`src/rtl/tx_frame_pkg.sv`:
```
// Shared types and constants for the transmit frame scheduler and its m-sequence generator.
// The TX_UNDERFLOW_ABORT_EN build option is consumed by tx_frame_sched.sv.
package tx_frame_pkg;

    typedef enum logic [1:0] {
        IDLE,
        PREAMBLE,
        DATA,
        GAP
    } state_e;

    // x^5 + x^3 + 1: feedback is bit 4 xor bit 2, shifted into bit 0.
    localparam logic [4:0] LFSR_SEED   = 5'b00001;
    localparam int         LFSR_TAP_HI = 4;
    localparam int         LFSR_TAP_LO = 2;

    function automatic int midScale(input int width);
        return 1 << (width - 1);
    endfunction

    function automatic int cntWidth(input int n);
        return (n > 1) ? $clog2(n) : 1;
    endfunction

endpackage

```
`src/rtl/tx_frame_sched_m_seq_gen.sv`:
```
// 5-bit Fibonacci LFSR m-sequence source; load has priority over step.
// Also intended as the local reference for the receiver's correlator.
module m_seq_gen
    import tx_frame_pkg::*;
(
    input  logic clk,
    input  logic arst_n,
    input  logic load_i,
    input  logic step_i,
    output logic chip_o
);

    logic [4:0] lfsr_q;
    logic [4:0] lfsr_d;

    always_comb begin
        lfsr_d = lfsr_q;
        if (load_i) begin
            lfsr_d = LFSR_SEED;
        end else if (step_i) begin
            lfsr_d = {lfsr_q[3:0], lfsr_q[LFSR_TAP_HI] ^ lfsr_q[LFSR_TAP_LO]};
        end
    end

    always_ff @(posedge clk or negedge arst_n) begin
        if (!arst_n) begin
            lfsr_q <= LFSR_SEED;
        end else begin
            lfsr_q <= lfsr_d;
        end
    end

    assign chip_o = lfsr_q[4];

endmodule

```
`src/rtl/tx_frame_sched.sv`:
```
// Frames mapper samples as pilot preamble + LENGTH_DATA data + midscale guard gap for the DA.
// Build option TX_UNDERFLOW_ABORT_EN: a data hole ends the frame early instead of stalling.
module tx_frame_sched
    import tx_frame_pkg::*;
#(
    parameter int AD_CVER_WIDTH   = 12,
    parameter int LENGTH_DATA     = 1024,
    parameter int LENGTH_M_SEQ    = 31,
    parameter int GAP_LEN         = 16,
    parameter int PILOT_AMP       = 1024,
    parameter int FRAME_CNT_WIDTH = 16
) (
    input  logic                       clk,
    input  logic                       arst_n,
    input  logic                       tx_en,
    input  logic                       s_valid,
    output logic                       s_ready,
    input  logic [AD_CVER_WIDTH-1:0]   s_data,
    output logic [AD_CVER_WIDTH-1:0]   da_data,
    output logic                       da_frame,
    output logic                       da_pilot,
    output logic [FRAME_CNT_WIDTH-1:0] frame_cnt,
    output logic                       underflow
);

    localparam int MID     = midScale(AD_CVER_WIDTH);
    localparam int MAX_LEN = (LENGTH_DATA > LENGTH_M_SEQ)
                           ? ((LENGTH_DATA > GAP_LEN) ? LENGTH_DATA : GAP_LEN)
                           : ((LENGTH_M_SEQ > GAP_LEN) ? LENGTH_M_SEQ : GAP_LEN);
    localparam int CNT_W   = cntWidth(MAX_LEN);

    localparam logic [AD_CVER_WIDTH-1:0] MID_V    = AD_CVER_WIDTH'(MID);
    localparam logic [AD_CVER_WIDTH-1:0] PILOT_HI = AD_CVER_WIDTH'(MID + PILOT_AMP);
    localparam logic [AD_CVER_WIDTH-1:0] PILOT_LO = AD_CVER_WIDTH'(MID - PILOT_AMP);
    localparam logic [CNT_W-1:0] PRE_LAST  = CNT_W'(LENGTH_M_SEQ - 1);
    localparam logic [CNT_W-1:0] DATA_LAST = CNT_W'(LENGTH_DATA - 1);
    localparam logic [CNT_W-1:0] GAP_LAST  = CNT_W'(GAP_LEN - 1);

    if (PILOT_AMP >= MID) begin : gPilotAmpCheck
        $error("tx_frame_sched: PILOT_AMP must be below midscale");
    end
    if (GAP_LEN < 1) begin : gGapLenCheck
        $error("tx_frame_sched: GAP_LEN must be at least 1");
    end

    state_e                     state_q, state_d;
    logic [CNT_W-1:0]           cnt_q, cnt_d;
    logic [FRAME_CNT_WIDTH-1:0] frame_cnt_q, frame_cnt_d;
    logic                       underflow_q, underflow_d;
    logic [AD_CVER_WIDTH-1:0]   da_data_q, da_data_d;
    logic                       da_frame_q, da_frame_d;
    logic                       da_pilot_q, da_pilot_d;
    logic                       lfsr_load;
    logic                       lfsr_step;
    logic                       chip;

    m_seq_gen u_m_seq_gen (
        .clk    (clk),
        .arst_n (arst_n),
        .load_i (lfsr_load),
        .step_i (lfsr_step),
        .chip_o (chip)
    );

    // One shared counter serves preamble chips, data samples and gap cycles; it restarts on every state change.
    // The LFSR is held at its seed whenever no preamble is running, so every preamble starts fresh.
    always_comb begin
        state_d     = state_q;
        cnt_d       = cnt_q;
        frame_cnt_d = frame_cnt_q;
        underflow_d = underflow_q;
        da_data_d   = MID_V;
        da_frame_d  = 1'b0;
        da_pilot_d  = 1'b0;
        lfsr_load   = 1'b1;
        lfsr_step   = 1'b0;
        unique case (state_q)
            IDLE: begin
                cnt_d = '0;
                if (tx_en && s_valid) begin
                    state_d = PREAMBLE;
                end
            end
            PREAMBLE: begin
                lfsr_load  = 1'b0;
                lfsr_step  = 1'b1;
                da_frame_d = 1'b1;
                da_pilot_d = 1'b1;
                da_data_d  = chip ? PILOT_HI : PILOT_LO;
                if (cnt_q == PRE_LAST) begin
                    state_d = DATA;
                    cnt_d   = '0;
                end else begin
                    cnt_d = cnt_q + 1'b1;
                end
            end
            DATA: begin
                da_frame_d = 1'b1;
                if (s_valid) begin
                    da_data_d = s_data;
                    if (cnt_q == DATA_LAST) begin
                        state_d     = GAP;
                        cnt_d       = '0;
                        frame_cnt_d = frame_cnt_q + 1'b1;
                    end else begin
                        cnt_d = cnt_q + 1'b1;
                    end
                end else begin
                    underflow_d = 1'b1;
`ifdef TX_UNDERFLOW_ABORT_EN
                    state_d = GAP;
                    cnt_d   = '0;
`endif
                end
            end
            GAP: begin
                if (cnt_q == GAP_LAST) begin
                    cnt_d   = '0;
                    state_d = (tx_en && s_valid) ? PREAMBLE : IDLE;
                end else begin
                    cnt_d = cnt_q + 1'b1;
                end
            end
            default: begin
                state_d = IDLE;
                cnt_d   = '0;
            end
        endcase
    end

    always_ff @(posedge clk or negedge arst_n) begin
        if (!arst_n) begin
            state_q     <= IDLE;
            cnt_q       <= '0;
            frame_cnt_q <= '0;
            underflow_q <= 1'b0;
            da_data_q   <= MID_V;
            da_frame_q  <= 1'b0;
            da_pilot_q  <= 1'b0;
        end else begin
            state_q     <= state_d;
            cnt_q       <= cnt_d;
            frame_cnt_q <= frame_cnt_d;
            underflow_q <= underflow_d;
            da_data_q   <= da_data_d;
            da_frame_q  <= da_frame_d;
            da_pilot_q  <= da_pilot_d;
        end
    end

    assign s_ready   = (state_q == DATA);
    assign da_data   = da_data_q;
    assign da_frame  = da_frame_q;
    assign da_pilot  = da_pilot_q;
    assign frame_cnt = frame_cnt_q;
    assign underflow = underflow_q;

endmodule

```
`config.mk`:
```
export PLATFORM = sky130hd
export DESIGN_NAME = tx_frame_sched
export DESIGN_NICKNAME = d
export VERILOG_FILES = /design/src/rtl/tx_frame_pkg.sv /design/src/rtl/tx_frame_sched_m_seq_gen.sv /design/src/rtl/tx_frame_sched.sv
export SDC_FILE = /design/constraint.sdc
export NUM_CORES = 1
export LEC_CHECK = 0
export ABC_AREA = 1
export CAP_MARGIN = 30
export CORE_ASPECT_RATIO = 0.9
export CORE_MARGIN = 4
export CORE_UTILIZATION = 54
export CTS_CLUSTER_SIZE = 16
export DETAILED_ROUTE_END_ITERATION = 10
export PLACE_DENSITY = 0.82
export SLEW_MARGIN = 20
export SYNTH_ARGS = -nofsm -noshare
export SYNTH_HDL_FRONTEND = slang
export SYNTH_HIERARCHICAL = 1
export SYNTH_SLANG_ARGS = --single-unit
```
`constraint.sdc`:
```
create_clock -name clk -period 4.3 [get_ports clk]
set_input_delay 0.43 -clock clk [delete_from_list [all_inputs] [get_ports clk]]
set_output_delay 0.43 -clock clk [all_outputs]
set_load 0.1 [all_outputs]
```
# Yosys cells after proc, flatten, opt, wreduce, memory -nomap -nowiden
# Index checks and enable logic that the tools add are counted.
[word_totals]
regBits = 48
inputBits = 16
[classes]
addsub = 2
n_eq_ne = 12
muxes = 19
bitwise = 2
n_reduce_logical = 6
[op_table]
columns = ["cell", "count"]
rows = [
  ["10-bit two-way mux", 4],
  ["10-bit case mux with 4 select lines", 1],
  ["12-bit two-way mux", 2],
  ["12-bit case mux with 2 select lines", 1],
  ["16-bit by 1-bit adder with 16-bit output (second input constant)", 1],
  ["10-bit by 1-bit adder with 10-bit output (second input constant)", 1],
  ["10-bit equality test (second input constant)", 1],
  ["10-bit by 4-bit equality test with 1-bit output (second input constant)", 1],
  ["10-bit by 5-bit equality test with 1-bit output (second input constant)", 1],
  ["2-bit two-way mux", 5],
  ["5-bit two-way mux", 2],
  ["2-bit inequality test (second input constant)", 5],
  ["2-bit case mux with 4 select lines", 1],
  ["5-bit AND reduction", 1],
  ["2-bit equality test (second input constant)", 2],
  ["1-bit two-way mux", 3],
  ["3-bit AND reduction", 1],
  ["2-bit by 1-bit equality test with 1-bit output (second input constant)", 1],
  ["2-bit zero test", 1],
  ["2-bit by 1-bit inequality test with 1-bit output (second input constant)", 1],
  ["2-bit AND reduction", 1],
  ["2-bit OR reduction", 1],
  ["1-bit logical AND", 1],
  ["1-bit NOT", 1],
  ["1-bit bitwise XOR", 1],
]

# Logic depth before layout (Yosys ltp)
# Gate-level depths: netlist of the first run.
[logic_depth]
depth_word = 4
depth_mapped = 11
ltp_nobuf = 11

# Cells and area by module
# The synthesis of the first run kept the hierarchy.
[modules_own_cells]
columns = ["mod", "instances", "cells_per_inst", "area_each_um2", "seq_area_each_um2"]
rows = [
  ["tx_frame_sched", 1, 299, 2423.6, 1077.3],
  ["m_seq_gen", 1, 28, 226.5, 126.4],
]

# Worst setup path after synthesis of the first run
# No wires, ideal clock.
[synth_path]
path_type = "register to register"
start = "register state_q[0]"
end = "register frame_cnt_q[5] (netlist: frame_cnt[5])"
setup_ns = 0.123
arrival_time_ns = 2.191
required_time_ns = 4.177
setup_slack_ns = 1.986
path_stages_with_launch = 8
synth_period_minus_slack_ns = 2.314
cell_sequence = "dfrtp_1 > inv_1 > ha_1 > nand2_1 > nor2_8 > inv_2 > nand2_1 > o21ai_2"
[synth_between]
elab_chain_cells = 2
[synth_rtl]
columns = ["item", "line", "source"]
rows = [
  ["start: declaration", "tx_frame_sched.sv:46", "state_e state_q, state_d;"],
  ["start signal: assignment", "tx_frame_sched.sv:141", "state_q <= state_d;"],
  ["2-bit equality test", "--", ""],
  ["net s_ready", "tx_frame_sched.sv:17", "output logic s_ready,"],
  ["3-bit AND reduction (no line)", "--", ""],
  ["end signal: assignment", "tx_frame_sched.sv:143", "frame_cnt_q <= frame_cnt_d;"],
  ["end: declaration", "tx_frame_sched.sv:48", "logic [FRAME_CNT_WIDTH-1:0] frame_cnt_q, frame_cnt_d;"],
]
# The timed path passes the listed nets, and every way through them passes these cells.
# A chain may end at the register's enable or synchronous reset.

# Worst setup path after layout of the first run
[layout_path]
start = "register state_q[0]"
end = "output port s_ready"
[layout_between]
elab_chain_cells = 1
[layout_rtl]
columns = ["item", "line", "source"]
rows = [
  ["2-bit equality test", "tx_frame_sched.sv:151", "assign s_ready = (state_q == DATA);"],
  ["end: declaration", "tx_frame_sched.sv:17", ""],
]
# No other way between the ends.

==> results.md, run 1 <==
* Top Family by Delay on Critical Path: buffers and inverters
* Max Used Layer: met4
* Finished Core Util at 71.03%
* Area growth syn-to-layout at 23.42%
* Most numerous cell in the Yosys netlist: nand2_1
* Initial Utilization at 57.55%
* Share of cells above drive strength 1 at 11.32%
* Worst VDD drop at 0.0005012 V
* WL per Instance at 12.34 um
* Status: completed
* Port Buffers at 47
* DRC Markers at 0
* CTS sink cnt at 48
* Seq pwr share at 36.2%
* Async SR Flop Fraction at 100.0%
* Placed instance area at 3156 um2
* Cell Pwr Density at 464.5 nW/um2
* Crit path buffers/inverters at 2
* RSZ-0062 raised after global routing: no
* Routed wire length at 5456 um
* Final slew viol count at 0
* Vias/cell at 4.937
* Clk network pwr share at 22.2%
* Die X at 81.84 um
* Post-synthesis sequential area ratio at 45.42%
* IO Pins at 48
* Clock Latency Late Sink at 0.30 ns
* Largest cells by area after synthesis: dfrtp_1 43%, nand2_1 14%, inv_1 5.2%
* Primary FF master, synth: dfrtp_1
* Synth warn at 6
* P_sw at 0.0006729 W
* Setup Buffers After CTS at 0
* R2R Setup Slk at 2.37 ns
* CP arrival at 2.35 ns
* TritonRoute pass-1 iters at 4
* Netlist cell types at 32
* CP max-delay cell: clkdlybuf4s50_1
* Crit Path Category: flip-flop to primary output
* Worst slack at placement at 1.877 ns
* Initial antenna violation count at 0
* Total CTS buffers at 5
* Routed wl met3 at 299 um
* Final setup viols at 0
* Post-synthesis net count at 351
* Post-Syn Instances at 327
* Crit share post-route at 64.54%
* Die area at 6094 um2
* Grt ovf at 0
* Global-route wire length before repair at 9335 um
* Pleak at 1.640 nW
* Max Fclk at 360.3 MHz
* Design area at 3271 um2
* Post-synth EDFFs at 0
* Hold Path Class: input port to asynchronous set/reset pin
* # rows at 23
* Iteration-0 DRC Markers at 157
* Design Power at 0.001519 W
* Core footprint at 4604 um2
* Crit path required time at 3.87 ns
* Number of global-route vias before repair at 2155
* CTS Root Cell: clkbuf_8
* Metal-1 WL at 2524 um
* Worst Tran Pin Value at 0.9931 ns
* Final Critical Period at 2.775 ns
* Internal Power at 0.0008465 W
* Remaining antenna violation count at 0
* Met2 wire length at 2555 um
* CTS tree: built
* Vias at 2182
* Clock Path Buffers at 2
* Most common library cells after synthesis: 101 x nand2_1, 46 x dfrtp_1, 37 x inv_1
* Crit path launch type: flip-flop
* Die height at 74.46 um
* Clock transition at path regs at 0.09 ns
* Syn_area_per_cell at 8.104 um2
* Max-cap viol count at 0
* Final nets at 403
* Leading area contributor after synthesis: dfrtp_1
* Tot GR Track Use at 19.72%
* Synth top area share at 43.44%
* Detailed placement HPWL at 3951 um
* Setup ws final at 1.525 ns
* Crit-path max FO at 6
* CP max stage delay at 1.18 ns
* Switching Share at 44.29%
* Max-slew headroom at the worst pin at 33.59%
* RePlAce Congestion at 0.8384
* Final TNS setup at 0 ns
* Crit path cell chain: inv_1 > ha_1 > clkdlybuf4s50_1
* Netlist Area Pre-Place at 2650 um2
* Yosys reg bits at 48
* CTS H-tree depth at 2
* Largest net degree at the start of global routing at 49
* Comb power frac at 41.6%
* Hold Violations, Final at 0
* CTS Hold Buffers Added at 0
* Antenna diode count at 0
* Setup crit end kind: primary output
* Gates resized, CTS repair at 0
* Clock skew at 0.003334 ns
worst reg2reg max path, stage by stage, from the launching register on:
cell and delay, ns:
dfrtp_1 0.45, inv_1 0.13, ha_1 0.29, nand2_1 0.20, nor2_8 0.40, inv_2 0.19
nand2_1 0.12, o21ai_2 0.05
logic make-up (layout without fill, tap and decap cells):
kind of cell,Yosys count,after routing,synth area share [%]
buffers and inverters,47,100,8.073
DFF,48,48,45.42
and+or+nand+nor,187,187,32.06
AOI/OAI and AO/OA,21,21,5.382
adders and majority gates,8,8,3.777
xor gates and xnor gates,16,16,5.288
placed cells by master, fill, tap and decap left out, types with 5 or more instances in the layout:
| cell | count |
|---|---|
| nand3_1 | 23 |
| clkdlybuf4s50_1 | 46 |
| clkbuf_8 | 5 |
| nor2_1 | 34 |
| nand2_2 | 8 |
| ha_1 | 8 |
| inv_2 | 5 |
| inv_1 | 37 |
| o21ai_2 | 8 |
| nor3_1 | 6 |
| xor2_1 | 13 |
| dfrtp_1 | 46 |
| nand2_1 | 101 |
registers in the layout, indices dropped and copies added (netlist names):
name and cells:
underflow 1, da_pilot 1, u_m_seq_gen/lfsr_q 5, da_data 12
da_frame 1, frame_cnt 16, state_q 2, cnt_q 10
layer usage:
layer	up-vias	global-route usage, %
met3	10	4.964
met5	-	0
met4	0	6.273
met2	57	32.47
li1	1118	-
met1	997	25.66
power groups by stage:
stage | Sequential [W] | Clock (W) | Combinational [W]
after global placement | 0.000555 | 0 | 0.000624
after detailed placement | 0.000557 | 0 | 0.000635
after global routing | 0.000558 | 0.000357 | 0.000686
final | 0.000549 | 0.000338 | 0.000632
after CTS | 0.000549 | 0.000345 | 0.000639
after floorplan | 0.000752 | 0 | 0.000282
per-stage QoR:
step                      hold slack [ns]  instances
after floorplan                    0.1344        327
after global placement             0.4593        434
after detailed placement           0.4588        434
after CTS                          0.2318        442
after global routing               0.2637        442
final                              0.2036        442
path summary, 6_finish.rpt:
path | from | endpoint | cells past startpoint
worst max-delay path | state_q[0] | s_ready | 3
worst min-delay path | arst_n | state_q[1] | 2
worst max register to register | state_q[0] | frame_cnt[5] | 7
worst min register to register | u_m_seq_gen/lfsr_q[1] | u_m_seq_gen/lfsr_q[2] | 2
max in group asynchronous | arst_n | cnt_q[6] | 2
min in group clk | u_m_seq_gen/lfsr_q[1] | u_m_seq_gen/lfsr_q[2] | 2
final cells by class:
cell class | instances | area [um2]
Fill cell | 371 | 1334
Tap cell | 62 | 77.57
Multi-Input combinational cell | 232 | 1232
Clock inverter | 3 | 46.29
Inverter | 43 | 161.4
Timing Repair Buffer | 49 | 480.5
Clock buffer | 5 | 68.82
Sequential cell | 48 | 1204
Note: power is estimated with default switching activity, not from simulation.
==> run 2, diff against run 1 <==
--- a/config.mk
+++ b/config.mk
@@ -9,10 +9,10 @@
 export CAP_MARGIN = 30
 export CORE_ASPECT_RATIO = 0.9
 export CORE_MARGIN = 4
-export CORE_UTILIZATION = 54
+export CORE_UTILIZATION = 52
 export CTS_CLUSTER_SIZE = 16
 export DETAILED_ROUTE_END_ITERATION = 10
-export PLACE_DENSITY = 0.82
+export PLACE_DENSITY = 0.79
 export SLEW_MARGIN = 20
 export SYNTH_ARGS = -nofsm -noshare
 export SYNTH_HDL_FRONTEND = slang
==> constraint.sdc (replaced) <==
create_clock -name clk -period 2.6 [get_ports clk]
set_input_delay 0.26 -clock clk [delete_from_list [all_inputs] [get_ports clk]]
set_output_delay 0.26 -clock clk [all_outputs]
set_load 0.1 [all_outputs]
==> run 2 against run 1 <==
Flip-flop and latch count unchanged. Sequential power increased by 66%. Highest routed layer unchanged. Utilization decreased by 5.4 points. Die area increased by 3.5%. Count of clock-buffer cells in the layout unchanged.
==> results.md, run 2 (same netlist as run 1, synthesis figures left out) <==
* Status: completed
* Routed wire length at 5515 um
* Final nets at 405
* # rows at 24
* Die height at 75.73 um
* Antenna diode count at 0
* Crit path launch type: flip-flop
* Final hold slack at 0.4474 ns
* Initial Utilization at 54.14%
* Design area at 3212 um2
* CP max-delay cell: dfrtp_1
* WL per Instance at 12.34 um
* Comb power frac at 41.3%
* Clk network pwr share at 22.2%
* Area growth syn-to-layout at 21.20%
* Gates resized, CTS repair at 0
* Worst Tran Pin Value at 0.5821 ns
* Tot GR Track Use at 18.93%
* Total CTS buffers at 5
* Max-slew headroom at the worst pin at 61.05%
* Port Buffers at 47
* Hold Violations, Final at 0
* Crit path required time at 2.80 ns
* Global-route wire length before repair at 9597 um
* Crit path cell chain: inv_1 > ha_1 > nand2_1 > nor2_8 > inv_2 > nand2_1 > o21ai_2
* Iteration-0 DRC Markers at 121
* Detailed placement HPWL at 4055 um
* Max Fclk at 517.9 MHz
* CTS tree: built
* Clock skew at 0.004690 ns
* P_sw at 0.001115 W
* Vias at 2186
* Crit-path max FO at 23
* Commonest non-fill, non-tap cell in the layout: nand2_1
* Max FFs per register at 16
* Share of cells above drive strength 1 at 19.90%
* Worst VDD drop at 0.0008498 V
* Core footprint at 4895 um2
* Top Family by Delay on Critical Path: simple AND/OR/NAND/NOR gates
* IO Pins at 48
* CP arrival at 2.13 ns
* Switching Share at 44.60%
* Clock transition at path regs at 0.09 ns
* Non-filler cells, final at 447
* Setup crit end kind: flip-flop
* Pleak at 1.691 nW
* RSZ-0062 raised after global routing: no
* Max-cap viol count at 0
* Most used cell along the critical path: nand2_1
* Largest net degree at the start of global routing at 24
* CTS sink cnt at 48
* RePlAce Congestion at 0.8737
* Crit Path Category: flip-flop to flip-flop
* Die area at 6304 um2
* Die X at 83.25 um
* Seq pwr share at 36.5%
* Grt ovf at 0
* CTS H-tree depth at 2
* TritonRoute pass-1 iters at 4
* Crit share post-route at 74.26%
* Most frequent cells in the layout: 101 x nand2_1, 46 x dfrtp_1, 37 x inv_1
* CP max stage delay at 0.45 ns
* Clock Latency Late Sink at 0.30 ns
* DRC Markers at 0
* Final slew viol count at 0
* Crit path buffers/inverters at 2
* Internal Power at 0.001385 W
* Cell Pwr Density at 778.4 nW/um2
* Initial antenna violation count at 0
* Design Power at 0.002500 W
* R2R Setup Slk at 0.67 ns
* Vias/cell at 4.890
* Placed instance area at 3087 um2
* Remaining antenna violation count at 0
* Hold Path Class: input port to asynchronous set/reset pin
* Final setup viols at 0
* Final TNS setup at 0 ns
* Number of global-route vias before repair at 2143
* Clock Path Buffers at 2
* Final Critical Period at 1.931 ns
* CTS Root Cell: clkbuf_8
* Inst Count DP at 438
==> run 2: cell count changes in the layout (fill, tap and decap cells not counted) <==
| cell | previous run | this run |
|---|---|---|
| buf_4 | 2 | 35 |
| dlygate4sd3_1 | 0 | 1 |
| clkdlybuf4s50_1 | 46 | 14 |
==> run 2: power by group through the flow <==
stage	clock, W	sequential (W)	combinational [W]
6_report	0.000555	0.000912	0.00103
5_1_grt	0.000597	0.000927	0.00113
4_1_cts	0.000566	0.000911	0.00104
3_5_place_dp	0	0.000923	0.00103
3_3_place_gp	0	0.000918	0.00103
2_1_floorplan	0	0.00124	0.000467
==> run 2: cell type report <==
cell class	count	area, um2
clock buffer	5	68.82
clock inverter	3	46.29
inverter	43	161.4
fill	426	1683
sequential	48	1204
tap	65	81.33
timing repair buffer	51	417.9
multi-input combinational	232	1232
==> run 2: worst reg2reg max path: stages (launching register included) <==
cell	delay, ns
dfrtp_1	0.45
inv_1	0.13
ha_1	0.30
nand2_1	0.21
nor2_8	0.41
inv_2	0.17
nand2_1	0.11
o21ai_2	0.05
==> run 2: final timing paths <==
kind | from | endpoint | cells past startpoint
setup / recovery | state_q[0] | frame_cnt[5] | 7
hold / removal | arst_n | cnt_q[4] | 2
setup reg to reg | state_q[0] | frame_cnt[5] | 7
hold reg to reg | u_m_seq_gen/lfsr_q[3] | u_m_seq_gen/lfsr_q[4] | 2
max in group asynchronous | arst_n | u_m_seq_gen/lfsr_q[0] | 3
min in group clk | s_data[4] | da_data[4] | 3
==> run 2: timing repair <==
| item | in CTS | in global routing |
|---|---|---|
| endpoints found under the setup margin | 0 | 0 |
| hold endpoints to repair | 19 | 0 |
| hold buffers | 1 | 0 |
| buffers inserted | 0 | 0 |
==> run 2: metal layers <==
metal  global-route usage (%)  up-vias  share of wire, %
met5                        0        -                 0
met4                    4.537        0              0.94
met3                    4.216        6               4.4
met2                    33.81       43                48
met1                    23.94     1014                46
li1                         -     1123                 -
==> run 2: metrics by stage <==
stage	util (%)	setup WS (ns)
floorplan	-	0.2861
global placement	63.06	0.7622
detailed placement	63.06	0.7024
CTS	65.62	0.6701
global route	65.62	0.4552
finish	65.62	0.6691
